===== src/rtl/ram_pkg.sv =====
// ram_pkg: shared FSM state encoding and read-during-write mode constants for ram_bank
package ram_pkg;
  typedef enum logic {IDLE = 1'b0, CLEAR = 1'b1} state_t;
  localparam int RDW_READ_FIRST  = 0;
  localparam int RDW_WRITE_FIRST = 1;
endpackage


===== src/rtl/ram_array.sv =====
// ram_array: storage with one write port and a registered read port (clk, rst active-low async, we/waddr/wdata, re/raddr -> rdata)
module ram_array
  import ram_pkg::*;
#(
  parameter int DATA_W   = 8,
  parameter int ADDR_W   = 4,
  parameter int RDW_MODE = RDW_READ_FIRST
) (
  input  logic              clk,
  input  logic              rst,
  input  logic              we,
  input  logic [ADDR_W-1:0] waddr,
  input  logic [DATA_W-1:0] wdata,
  input  logic              re,
  input  logic [ADDR_W-1:0] raddr,
  output logic [DATA_W-1:0] rdata
);
  logic [DATA_W-1:0] r_mem [2**ADDR_W];
  logic [DATA_W-1:0] r_rdata;
  logic              w_fwd;
  assign w_fwd = (RDW_MODE == RDW_WRITE_FIRST) && we && (waddr == raddr);
  assign rdata = r_rdata;
  always_ff @(posedge clk)
    if (we) r_mem[waddr] <= wdata;
  always_ff @(posedge clk or negedge rst)
    if (!rst) r_rdata <= '0;
    else if (re) r_rdata <= w_fwd ? wdata : r_mem[raddr];
endmodule


===== src/rtl/ram_bank.sv =====
// ram_bank: single-port RAM bank with clear sequencer (clk, rst active-low async, clr, wr_en, rd_en, addr, din -> out, out_valid, busy)
module ram_bank
  import ram_pkg::*;
#(
  parameter int DATA_W   = 8,
  parameter int ADDR_W   = 4,
  parameter int RDW_MODE = RDW_READ_FIRST
) (
  input  logic              clk,
  input  logic              rst,
  input  logic              clr,
  input  logic              wr_en,
  input  logic              rd_en,
  input  logic [ADDR_W-1:0] addr,
  input  logic [DATA_W-1:0] din,
  output logic [DATA_W-1:0] out,
  output logic              out_valid,
  output logic              busy
);
  state_t            r_state;
  logic [ADDR_W-1:0] r_ptr;
  logic              r_out_valid;
  logic              w_clear;
  logic              w_accept;
  logic              w_we;
  logic              w_re;
  logic [ADDR_W-1:0] w_waddr;
  logic [DATA_W-1:0] w_wdata;
  assign w_clear   = r_state == CLEAR;
  assign w_accept  = !w_clear && !clr;
  assign w_we      = w_clear || (w_accept && wr_en);
  assign w_re      = w_accept && rd_en;
  assign w_waddr   = w_clear ? r_ptr : addr;
  assign w_wdata   = w_clear ? '0 : din;
  assign busy      = w_clear;
  assign out_valid = r_out_valid;
  ram_array #(.DATA_W(DATA_W), .ADDR_W(ADDR_W), .RDW_MODE(RDW_MODE)) u_array (
    .clk   (clk),
    .rst   (rst),
    .we    (w_we),
    .waddr (w_waddr),
    .wdata (w_wdata),
    .re    (w_re),
    .raddr (addr),
    .rdata (out)
  );
  always_ff @(posedge clk or negedge rst)
    if (!rst) begin
      r_state     <= CLEAR;
      r_ptr       <= '0;
      r_out_valid <= 1'b0;
    end else begin
      r_out_valid <= w_re;
      if (w_clear) begin
        r_ptr <= r_ptr + 1'b1;
        if (&r_ptr) r_state <= IDLE;
      end else if (clr) r_state <= CLEAR;
    end
endmodule


===== config.mk =====
export PLATFORM = sky130hd
export DESIGN_NAME = ram_bank
export DESIGN_NICKNAME = d
export VERILOG_FILES = /design/src/rtl/ram_pkg.sv /design/src/rtl/ram_array.sv /design/src/rtl/ram_bank.sv
export SDC_FILE = /design/constraint.sdc
export NUM_CORES = 1
export LEC_CHECK = 0
export ABC_AREA = 1
export CAP_MARGIN = 20
export CORE_UTILIZATION = 55
export DETAILED_ROUTE_END_ITERATION = 6
export GPL_TIMING_DRIVEN = 0
export PLACE_DENSITY = 0.74
export SYNTH_ARGS = -nofsm -noshare
export SYNTH_HDL_FRONTEND = slang
export SYNTH_SLANG_ARGS = --single-unit

===== constraint.sdc =====
create_clock -name clk -period 2.45 [get_ports clk]
set_input_delay 0.735 -clock clk [delete_from_list [all_inputs] [get_ports clk]]
set_output_delay 0.735 -clock clk [all_outputs]
set_load 0.02 [all_outputs]

* Yosys cells after proc, flatten, opt, wreduce, memory -nomap -nowiden
Memory sizes are Yosys's and may differ from the RTL's. A register that Yosys moved wholly into a read port is not among the register bits. Index checks and enable logic that the tools add are counted.
Word-level totals: register bits after elaboration 6, bits in writable memories 128, memories 1
Operators by class: add/subtract/negate cells 1, multiplexer cells 7, reductions and logical operators 8
Memory list:
- u_array.r_mem | depth 16, bits a word 8, rd ports 1, clocked after memory_dff 1, write ports 1, RTL line ram_array.sv:18 | logic [DATA_W-1:0] r_mem [2**ADDR_W];
Operators by type and width (number):
- 8-bit 2-to-1 mux | 1
- 1-bit 2-to-1 mux | 5
- 4-bit by 1-bit adder with 4-bit output, second input constant | 1
- 4-bit 2-to-1 mux | 1
- 4-bit AND reduction | 1
- 1-bit logical AND | 3
- 1-bit zero test | 3
- 1-bit logical OR | 1

* Logic depth before layout (Yosys ltp)
word-level depth 6, depth in mapped cells 11, mapped depth without buffers 9

* Modules after synthesis
A second synthesis with hierarchy kept.
Second synthesis, totals: cell total of the unflattened synthesis 539, area total of the unflattened synthesis 6018.3 um^2
By module, submodules not included:
- ram_array | times used 1, cells an instance 483, area an instance 5635.4 um^2, sequential area each 4043.9 um^2
- ram_bank | times used 1, cells an instance 56, area an instance 382.9 um^2, sequential area each 151.4 um^2

* Least setup slack after synthesis
OpenSTA, ideal clock, no wires.
kind input -> register, from input addr[0], to memory u_array.r_mem[0][0] (enable), setup time 0.383 ns, data arrival time 1.921 ns, data required time 2.067 ns, setup slack 0.146 ns, stages 6, path buffers 2, cell sequence inv_2 -> buf_6 -> buf_6 -> a21oi_4 -> or2_1 -> nor3_1
Between the ends: word-level cells in the longest chain between the ends 1
RTL lines:
- from (decl) | RTL line ram_bank.sv:14 | input logic [ADDR_W-1:0] addr,
- 4-bit 2-to-1 mux | RTL line ram_bank.sv:33 | assign w_waddr = w_clear ? r_ptr : addr;
- to (decl) | RTL line ram_array.sv:18
No other way between the ends.

* Final worst setup path
from input addr[0], to memory u_array.r_mem[3][4] (enable)
Same word-level chain as after synthesis.

==> out/summary.txt <==
H-tree lvl count: 4
Pwr dens: 1140 nW/um^2
Clock Latency Late Sink: 0.54 ns
Final Hold Viols: 0
Fin nets: 603
Most common cell after layout, fill and taps aside: nand2_1
Max Cap Violations: 0
Global-route wire length before repair: 21600 um
Vias: 4063
Die Ht: 106 um
Clock root buffer master: clkbuf_8
GRT Total Usage: 27.1%
Die ar.: 11200 um^2
# DRC: 0
Setup violators final: 0
Crit path largest cell delay: 0.50 ns
Post-synthesis sequential area ratio: 70.6%
Max-slew violation count: 0
DRT Pass-1 Iters: 6
Max Fanout on Critical Path: 10
Routed length per placed instance: 19.1 um
Mapped cell area: 5940 um^2
Setup WS post-layout: 0.0677 ns
Reg clk slew, reported paths: 0.06 ns
Synth warnings: 0
Syn Area/Cell: 11.2 um^2
Min-Delay Path Class: reg2reg
GP Congestion: 0.931
FP Rows: 37
Top Metal Used: met4
Pwr Total: 8.01 mW
Vias/cell: 5.54
Remaining Overflow, GRT: 0
Synthesis-stage register bit count: 142
Final Critical Period: 2.38 ns
Max Fclk: 0.420 GHz
Port Buffers: 23
ANT nets after route: 0
Num Clock Sinks: 142
Worst Tran Pin Value: 0.851 ns
Cell count after synthesis: 532
Clk_skew: 0.00898 ns
Core Area: 10400 um^2
Layout cells sized above 1: 13.9%
Die Wd: 106 um
Slew margin rel.: 43.0%
CTS Buf Count: 17
Setup crit start kind: input port
Area delta synth->final: 18.1%
CP most frequent cell: buf_6
Number of global-route vias before repair: 3978
CP cell instances: clkdlybuf4s50_1 -> inv_2 -> buf_6 -> buf_6 -> a21oi_4 -> nand2_1 -> nor3_1 -> buf_2
DP HPWL: 9860 um
Initial antenna violation count: 0
Dpl ws: -0.528 ns
# IOs: 27
RSZ-0062 raised after global routing: no
Initial Util: 57.1%
CP endpoint kind: register
Met3 WL: 1010 um
Leakage power: 2.79 nW
Largest net degree at the start of global routing: 17
WS Path Type: in2reg
Routed wire length: 14000 um
Syn_nets: 550
CTS Buffer Depth: 2
Commonest cells after routing, fill and taps aside: 203 x nand2_1, 128 x edfxtp_1, 99 x nand3_1
ANT cells: 0
CTS tree: yes
Metal1 wirelength: 5790 um
Req. time, crit path: 2.68 ns
Critical-path top delay cell: clkdlybuf4s50_1
Distinct cell type count after synthesis: 26
DRT iter0 DRCs: 366
CTS Hold Bufs: 0
Run status: finished, final reports clean
Maximum vdd drop: 780 uV
Met2 wire length: 6790 um
Worst EP arrival: 2.61 ns
Tcrit/Tclk final: 97.2%
## synth_stat cells (all sizes together)
| cell | number | area [um^2] |
|---|---|---|
| a21oi | 2 | 21.3 |
| a41oi | 1 | 8.76 |
| buf | 26 | 184 |
| clkbuf | 1 | 3.75 |
| dfrtp | 13 | 325 |
| dfstp | 1 | 26.3 |
| edfxtp | 128 | 3840 |
| ha | 1 | 12.5 |
| inv | 21 | 78.8 |
| nand2 | 203 | 762 |
| nand3 | 99 | 495 |
| nand4 | 1 | 6.26 |
| nor2 | 23 | 88.8 |
| nor3 | 4 | 25.0 |
| o21ai | 3 | 22.5 |
| or2 | 2 | 12.5 |
| xnor2 | 1 | 8.76 |
| xor2 | 2 | 17.5 |
## layout make-up
class                   count  area (um^2)
clock buffers              18          428
well taps                 136          170
multi-input cells         342         1500
clock inverters            14          123
repair buffers             34          339
plain buffers              27          188
flip-flops and latches    142         4200
inverters                  21         78.8
fillers                   770         3400
## final timing paths
path / slack (ns) / endpoint / from / cells past startpoint
worst min-delay path: 0.49 / u_array.rdata[7] / u_array.rdata[7] / 2
max in group asynchronous: 1.47 / u_array.rdata[3] / rst / 1
worst min register to register: 0.49 / u_array.rdata[7] / u_array.rdata[7] / 2
worst max-delay path: 0.07 / u_array.r_mem[3][4] / addr[0] / 8
worst max register to register: 0.20 / u_array.r_mem[2][7] / busy / 6
min in group asynchronous: 0.58 / r_ptr[3] / rst / 1
## per-stage QoR
stage          hold slack [ns]  TNS (ns)  area [um^2]  std cells  util (%)
6_report                 0.486         0         7020        734      67.4
4_1_cts                  0.487         0         6990        733      67.1
2_1_floorplan            0.439         0         5940        532         -
5_1_grt                  0.494         0         7020        734      67.4
3_3_place_gp             0.469    -71.75         6340        691      60.9
3_5_place_dp             0.469    -50.09         6440        701      61.8
## layer usage
layer  global-route usage [%]  vias up
met3                     5.46       39
met5                        0        -
li1                         -     1918
met1                     36.6     1919
met4                     11.5        0
met2                     43.3      187
## cell families (layout without fill, tap and decap cells)
family                     count (synthesis)  count (layout)  synth area share [%]
xor gates and xnor gates                   3               3                 0.442
and+or+nand+nor                          332             332                  23.4
DFF                                      142             142                  70.6
buffers and inverters                     48             114                  4.48
adders and majority gates                  1               1                 0.210
AOI/OAI and AO/OA                          6               6                 0.884
## registers in the layout, indices dropped and copies added (netlist names)
signal         flops
out_valid          1
u_array.r_mem    128
r_ptr              4
busy               1
u_array.rdata      8
## power breakdown
part | leakage, nW | switching, mW | internal, mW
Clock | 0.260 | 1.07 | 1.31
Sequential | 1.37 | 0.199 | 3.53
Combinational | 1.16 | 1.34 | 0.560
Total | 2.79 | 2.61 | 5.40
## what timing repair did
item,4_1_cts,5_1_grt
pin swaps,0,0
gates resized for setup,1,4
endpoints found under the setup margin,1,32
endpoints found under the hold margin,0,0
buffers inserted,0,0
## worst max-delay path, delay by kind of cell
family                 cells  cell delay, ns
AND/OR/NAND/NOR            2            0.57
buffers and inverters      5            1.15
AO/OA/AOI/OAI              1            0.15
No activity file was read; power rests on OpenSTA's default activity.
